==> config.mk <==
export PLATFORM = sky130hd
export DESIGN_NAME = uart_tx_fifo
export DESIGN_NICKNAME = d
export VERILOG_FILES = /design/src/rtl/uart_pkg.sv /design/src/rtl/uart_tx_fifo_sync_fifo.sv /design/src/rtl/uart_tx_fifo.sv
export SDC_FILE = /design/constraint.sdc
export NUM_CORES = 1
export LEC_CHECK = 0
export ABC_AREA = 1
export CAP_MARGIN = 20
export CORE_ASPECT_RATIO = 2
export CORE_MARGIN = 2
export CORE_UTILIZATION = 35
export CTS_CLUSTER_DIAMETER = 40
export DETAILED_ROUTE_END_ITERATION = 10
export GPL_ROUTABILITY_DRIVEN = 0
export GPL_TIMING_DRIVEN = 0
export PLACE_DENSITY = 0.5
export RECOVER_POWER = 50
export SETUP_SLACK_MARGIN = 0.1
export SYNTH_ARGS = -nofsm -noshare
export SYNTH_HDL_FRONTEND = slang
export SYNTH_SLANG_ARGS = --single-unit
export TNS_END_PERCENT = 20
==> constraint.sdc <==
create_clock -name clk -period 3.35 [get_ports clk]
set_input_delay 0.67 -clock clk [delete_from_list [all_inputs] [get_ports clk]]
set_output_delay 0.67 -clock clk [all_outputs]
set_load 0.02 [all_outputs]
==> src/rtl/uart_pkg.sv <==
// Shared types and helpers for the buffered UART transmitter (uart_tx_fifo).
package uart_pkg;

  localparam int unsigned DATA_W = 8;

  typedef enum logic [2:0] {
    IDLE,
    START,
    DATA,
    PARITY,
    STOP,
    BREAK
  } state_e;

  // Per-frame configuration captured at the moment a byte is popped.
  typedef struct packed {
    logic eight;
    logic pen;
    logic ohel;
    logic two_stop;
  } frame_cfg_t;

  // XOR of the bits actually sent (bit 7 dropped in 7-bit mode), inverted for odd parity.
  function automatic logic parity_bit(input logic [DATA_W-1:0] data,
                                      input logic              eight,
                                      input logic              odd);
    logic [DATA_W-1:0] sent;
    sent = eight ? data : {1'b0, data[DATA_W-2:0]};
    return (^sent) ^ odd;
  endfunction

endpackage

==> src/rtl/uart_tx_fifo_sync_fifo.sv <==
// Single-clock FIFO with registered full/empty/level and a registered drop pulse.
module sync_fifo #(
  parameter  int unsigned WIDTH = 8,
  parameter  int unsigned DEPTH = 16,
  localparam int unsigned AW    = $clog2(DEPTH),
  localparam int unsigned CW    = AW + 1
) (
  input  logic             clk,
  input  logic             rst,
  input  logic             wr_en,
  input  logic [WIDTH-1:0] wr_data,
  input  logic             rd_en,
  output logic [WIDTH-1:0] rd_data,
  output logic             full,
  output logic             empty,
  output logic [CW-1:0]    level,
  output logic             overflow
);

  logic [WIDTH-1:0] mem_q [DEPTH];
  logic [AW-1:0]    wr_ptr_q, wr_ptr_d;
  logic [AW-1:0]    rd_ptr_q, rd_ptr_d;
  logic [CW-1:0]    level_q, level_d;
  logic             full_q, full_d;
  logic             empty_q, empty_d;
  logic             overflow_q, overflow_d;
  logic             push;
  logic             pop;

  // Writes are judged against the registered full flag only; a same-cycle pop never frees a slot.
  always_comb begin
    push       = wr_en && !full_q;
    pop        = rd_en && !empty_q;
    wr_ptr_d   = push ? wr_ptr_q + AW'(1) : wr_ptr_q;
    rd_ptr_d   = pop  ? rd_ptr_q + AW'(1) : rd_ptr_q;
    level_d    = level_q + CW'(push) - CW'(pop);
    full_d     = (level_d == CW'(DEPTH));
    empty_d    = (level_d == '0);
    overflow_d = wr_en && full_q;
  end

  always_ff @(posedge clk) begin
    if (rst) begin
      wr_ptr_q   <= '0;
      rd_ptr_q   <= '0;
      level_q    <= '0;
      full_q     <= 1'b0;
      empty_q    <= 1'b1;
      overflow_q <= 1'b0;
    end else begin
      wr_ptr_q   <= wr_ptr_d;
      rd_ptr_q   <= rd_ptr_d;
      level_q    <= level_d;
      full_q     <= full_d;
      empty_q    <= empty_d;
      overflow_q <= overflow_d;
    end
  end

  always_ff @(posedge clk) begin
    if (push) begin
      mem_q[wr_ptr_q] <= wr_data;
    end
  end

  assign rd_data  = mem_q[rd_ptr_q];
  assign full     = full_q;
  assign empty    = empty_q;
  assign level    = level_q;
  assign overflow = overflow_q;

endmodule

==> src/rtl/uart_tx_fifo.sv <==
// UART transmitter draining a byte FIFO with runtime baud/format; frames run back to back.
// Optional line-break generation is enabled with `define UART_TX_BREAK_EN.
module uart_tx_fifo
  import uart_pkg::*;
#(
  parameter  int unsigned DIV_W      = 16,
  parameter  int unsigned FIFO_DEPTH = 16,
  localparam int unsigned CNT_W      = $clog2(FIFO_DEPTH) + 1
) (
  input  logic              clk,
  input  logic              rst,
  input  logic [DIV_W-1:0]  baud_div,
  input  logic              eight,
  input  logic              pen,
  input  logic              ohel,
  input  logic              two_stop,
`ifdef UART_TX_BREAK_EN
  input  logic              send_break,
`endif
  input  logic [DATA_W-1:0] wr_data,
  input  logic              wr_en,
  output logic              full,
  output logic              empty,
  output logic [CNT_W-1:0]  level,
  output logic              overflow,
  output logic              busy,
  output logic              tx
);

  state_e            state_q, state_d;
  logic [DIV_W-1:0]  cnt_q, cnt_d;
  logic [DIV_W-1:0]  div_q, div_d;
  frame_cfg_t        cfg_q, cfg_d;
  frame_cfg_t        cfg_in;
  logic [DATA_W-1:0] data_q, data_d;
  logic [2:0]        bit_idx_q, bit_idx_d;
  logic              stop_idx_q, stop_idx_d;
  logic              tx_q, tx_d;
  logic              busy_q, busy_d;
  logic [DATA_W-1:0] head;
  logic              pop;
  logic              bit_done;
  logic              start_frame;
  logic              enter_break;
  logic              brk_req;

`ifdef UART_TX_BREAK_EN
  assign brk_req = send_break;
`else
  assign brk_req = 1'b0;
`endif

  assign cfg_in   = '{eight: eight, pen: pen, ohel: ohel, two_stop: two_stop};
  assign bit_done = (cnt_q == '0);

  sync_fifo #(
    .WIDTH (DATA_W),
    .DEPTH (FIFO_DEPTH)
  ) u_fifo (
    .clk      (clk),
    .rst      (rst),
    .wr_en    (wr_en),
    .wr_data  (wr_data),
    .rd_en    (pop),
    .rd_data  (head),
    .full     (full),
    .empty    (empty),
    .level    (level),
    .overflow (overflow)
  );

  always_ff @(posedge clk) begin
    if (rst) begin
      state_q <= IDLE;
    end else begin
      state_q <= state_d;
    end
  end

  // Next state plus bit timing; a new frame or break latches its own copy of the configuration.
  always_comb begin
    state_d     = state_q;
    cnt_d       = cnt_q;
    div_d       = div_q;
    cfg_d       = cfg_q;
    data_d      = data_q;
    bit_idx_d   = bit_idx_q;
    stop_idx_d  = stop_idx_q;
    pop         = 1'b0;
    start_frame = 1'b0;
    enter_break = 1'b0;

    if (state_q != IDLE) begin
      cnt_d = bit_done ? div_q : cnt_q - DIV_W'(1);
    end

    case (state_q)
      IDLE: begin
        if (brk_req) begin
          enter_break = 1'b1;
        end else if (!empty) begin
          start_frame = 1'b1;
        end
      end
      START: begin
        if (bit_done) begin
          state_d   = DATA;
          bit_idx_d = '0;
        end
      end
      DATA: begin
        if (bit_done) begin
          if (bit_idx_q == (cfg_q.eight ? 3'd7 : 3'd6)) begin
            state_d    = cfg_q.pen ? PARITY : STOP;
            stop_idx_d = 1'b0;
          end else begin
            bit_idx_d = bit_idx_q + 3'd1;
          end
        end
      end
      PARITY: begin
        if (bit_done) begin
          state_d    = STOP;
          stop_idx_d = 1'b0;
        end
      end
      STOP: begin
        if (bit_done) begin
          if (cfg_q.two_stop && !stop_idx_q) begin
            stop_idx_d = 1'b1;
          end else if (brk_req) begin
            enter_break = 1'b1;
          end else if (!empty) begin
            start_frame = 1'b1;
          end else begin
            state_d = IDLE;
          end
        end
      end
`ifdef UART_TX_BREAK_EN
      // Releasing the break leaves a single mark bit before the line is free again.
      BREAK: begin
        if (!brk_req) begin
          state_d    = STOP;
          stop_idx_d = 1'b1;
          cnt_d      = div_q;
        end
      end
`endif
      default: begin
        state_d = IDLE;
      end
    endcase

    if (start_frame) begin
      pop     = 1'b1;
      data_d  = head;
      cfg_d   = cfg_in;
      div_d   = baud_div;
      cnt_d   = baud_div;
      state_d = START;
    end

    if (enter_break) begin
      cfg_d   = cfg_in;
      div_d   = baud_div;
      cnt_d   = baud_div;
      state_d = BREAK;
    end
  end

  // Line level and busy follow the current state one register stage later.
  always_comb begin
    tx_d   = 1'b1;
    busy_d = 1'b1;
    case (state_q)
      IDLE:   busy_d = 1'b0;
      START:  tx_d   = 1'b0;
      DATA:   tx_d   = data_q[bit_idx_q];
      PARITY: tx_d   = parity_bit(data_q, cfg_q.eight, cfg_q.ohel);
      STOP:   tx_d   = 1'b1;
`ifdef UART_TX_BREAK_EN
      BREAK:  tx_d   = 1'b0;
`endif
      default: begin
        tx_d   = 1'b1;
        busy_d = 1'b0;
      end
    endcase
  end

  always_ff @(posedge clk) begin
    if (rst) begin
      cnt_q      <= '0;
      div_q      <= '0;
      cfg_q      <= '0;
      data_q     <= '0;
      bit_idx_q  <= '0;
      stop_idx_q <= 1'b0;
      tx_q       <= 1'b1;
      busy_q     <= 1'b0;
    end else begin
      cnt_q      <= cnt_d;
      div_q      <= div_d;
      cfg_q      <= cfg_d;
      data_q     <= data_d;
      bit_idx_q  <= bit_idx_d;
      stop_idx_q <= stop_idx_d;
      tx_q       <= tx_d;
      busy_q     <= busy_d;
    end
  end

  assign tx   = tx_q;
  assign busy = busy_q;

endmodule

==> flow_metrics.py <==
metrics = {
    "timing": {
        "fin_ws_ps": 264,
        "tightest_slew_ps": 899,
        "finClkSkew_ps": 10.3,
        "drv_slew": 0,
        "slew_headroom": 0.398,
        "rsz0062_at_grt": "false",
        "fin_tns_setup_ps": 0,
        "max_freq_ghz": 0.324,
        "setup_viol": 0,
        "finalHoldViolCount": 0,
        "period_share": 0.921,
        "min_period_ps": 3090,
    },
    "final_layout": {
        "antenna_cells": 0,
        "drive_gt1_frac": 0.0652,
        "synthToLayoutAreaGrowth_pct": 16.1,
        "fin_cells": 1364,
        "fin_nets": 1061,
        "fill_cells": 2540,
        "utilization": 0.412,
    },
    "clock_network": {
        "cts.sinks": 197,
        "clk_latency_ps": 450,
        "clock_path_buffers": 2,
        "cts_made_buffers": 17,
        "root_buffer": "clkbuf_16",
        "cts.clk_slew.worst_paths_ps": 70,
        "h-tree-depth": 4,
        "cts_tree": "yes",
    },
    "grt": {
        "antenna_found_initial": 0,
        "grt_max_degree": 17,
        "grt_pass1_vias": 7023,
        "gr-total-overflow": 0,
        "grt_use_total": 0.212,
        "grt_first_pass_wirelength_um": 40400,
    },
    "placement": {
        "place_inst": 1334,
        "hpwlAfterDp_um": 20200,
        "port_buffers": 40,
        "place_ws_ps": 26.0,
    },
    "floorplanning": {
        "die-height_um": 229,
        "top_level_ports": 41,
        "die-area_sq_um": 26600,
        "rows": 82,
        "initial_utilization": 0.355,
        "die_w_um": 116,
        "core_sq_um": 24900,
    },
    "routing": {
        "viasPerCell": 5.00,
        "drt-total-wl_um": 26900,
        "num_vias": 6816,
        "initialDrtViolationCount": 343,
        "detail_route.wl_per_cell_um": 19.8,
        "drt_drc_violations_left": 0,
        "ant_nets": 0,
        "first_pass_iters": 4,
    },
    "synth": {
        "synthMuxAreaShare": 0,
        "avgSynthCellArea_sq_um": 9.23,
        "synth_top_family_by_area": "simple AND/OR/NAND/NOR gates",
        "yosysTopAreaCellShare": 0.435,
        "ys_ff_latch": 197,
        "syn_inst": 958,
        "yosysTopAreaCell": "edfxtp_1",
        "synth-simple-area-share": 0.190,
        "synth_compound_area_frac": 0.125,
        "synth_edf_count": 128,
        "ys_types": 30,
        "ys.flop_type": "edfxtp_1",
        "ys_top_cells_by_count": "nor2_1, nand2_1, edfxtp_1, o21ai_0, inv_1",
        "synth_xor_area_frac": 0.0139,
        "synthTopCellsByArea": "edfxtp_1, dfxtp_1, nor2_1",
        "yosysMostFrequentCell": "nor2_1",
        "async_flop_share": 0,
        "syn_area_sq_um": 8840,
        "synthAdderAreaFrac": 0.0193,
        "yosys_warnings": 0,
        "yosysSeqAreaShare": 0.591,
        "syn_nets": 1002,
    },
    "worst_setup_path": {
        "reg2regPathDepth": 17,
        "required_ps": 3740,
        "critical_path_class": "reg2reg",
        "worstPathMaxFanout": 10,
        "startpoint_type": "flip-flop",
        "cp.arrival_ps": 3470,
        "endpoint_kind": "flip-flop",
    },
    "power_and_ir_drop": {
        "p_per_area_nw_per_um2": 871,
        "switchingPower_mw": 3.62,
        "power.share.sequential": 0.355,
        "intPower_mw": 5.32,
        "sw_frac_of_total": 0.405,
        "clkPwrFrac": 0.234,
        "p_total_mw": 8.94,
        "combPwrFrac": 0.411,
        "ir_worst_vdd_mv": 0.388,
        "leakage_nw": 3.86,
    },
    "outcome": {
        "status": "finished, final reports clean",
    },
    "worst_hold_path": {
        "whs_path_depth": 2,
        "hp-class": "reg2reg",
    },
    "flow_run": {
        "maxCapViolations": 0,
    },
}
[worst max-delay path: stages, from the launching register on]
cell and delay [ps]:
dfxtp_1 350, inv_1 140, ha_4 180, nand2_2 120
nor2_4 170, nand4_1 120, nand2_2 100, buf_6 160
buf_12 160, ha_1 230, inv_1 50, ha_1 180
inv_1 70, fa_2 370, o21ai_2 180, xor2_1 220
nand2_1 100, nor2_1 120
[power groups by stage]
| stage | clock network (mW) | logic [mW] | registers, mW |
|---|---|---|---|
| floorplan | 0 | 2.47 | 3.19 |
| global placement | 0 | 3.63 | 3.23 |
| detailed placement | 0 | 3.67 | 3.22 |
| CTS | 2.13 | 3.69 | 3.17 |
| global route | 2.22 | 4.15 | 3.22 |
| finish | 2.09 | 3.67 | 3.17 |
[placed cells by master (no fill, tap or decap), types with 17 or more instances in the layout]
cell type	netlist	layout
o21ai_0	113	116
o211ai_1	34	34
clkbuf_1	21	27
nand2_1	138	138
dfxtp_1	69	69
edfxtp_1	128	128
clkdlybuf4s50_1	0	30
inv_1	77	79
a21oi_1	33	33
nor2_1	183	183
clkbuf_16	0	17
nand3_1	55	56
[stage by stage]
step | cell area [sq um] | hold WS (ps)
2_1_floorplan | 8840 | 436
3_3_place_gp | 9660 | 449
3_5_place_dp | 9660 | 452
4_1_cts | 10200 | 463
5_1_grt | 10300 | 471
6_report | 10300 | 463
[layout make-up]
type,count,area (sq um),share of cell area
inverters,86,323,0.0315
repair buffers,40,400,0.0390
multi-input cells,633,3090,0.301
well taps,336,420,0.0410
flip-flops and latches,197,5230,0.509
clock buffers,19,433,0.0422
plain buffers,42,218,0.0212
clock inverters,11,151,0.0148
[sequential cells by signal, indices dropped and copies added, names as in the netlist, 4 cells and up]
| name | flops |
|---|---|
| data_q | 8 |
| u_fifo.wr_ptr_q | 4 |
| u_fifo.level | 5 |
| u_fifo.rd_ptr_q | 4 |
| u_fifo.mem_q | 128 |
| div_q | 16 |
| cfg_q | 4 |
| cnt_q | 16 |
[routing by layer]
layer  routed length (um)  global-route usage  share of wire  vias up
met5                    0                   0              0        -
met4                 1720               0.128          0.064        0
met3                  693              0.0374          0.026       63
met2                15600               0.413           0.58      131
met1                 8900               0.193           0.33     3269
li1                     -                   -              -     3353
[final timing paths]
path                               start           to  slack (ps)
worst max register to register  cnt_q[0]  u_fifo.full         260
worst min register to register  div_q[8]     div_q[8]         460
worst min-delay path            div_q[8]     div_q[8]         460
worst max-delay path            cnt_q[0]  u_fifo.full         260
[kinds of logic (layout without fill, tap and decap cells)]
logic type | after synthesis | after routing
flip-flops | 197 | 197
AO/OA/AOI/OAI | 200 | 200
adder cells (fa/ha/maj) | 13 | 13
AND/OR/NAND/NOR | 406 | 406
buffers and inverters | 128 | 198
XOR/XNOR | 14 | 14
[repair_timing]
item                                    4_1_cts  5_1_grt
endpoints found under the hold margin         0        0
pin swaps                                     0        1
hold buffers                                  0        0
resized for setup                             2        7
endpoints found under the setup margin        3        4
buffers inserted                              0        0
Power figures use the tool's default switching activity.
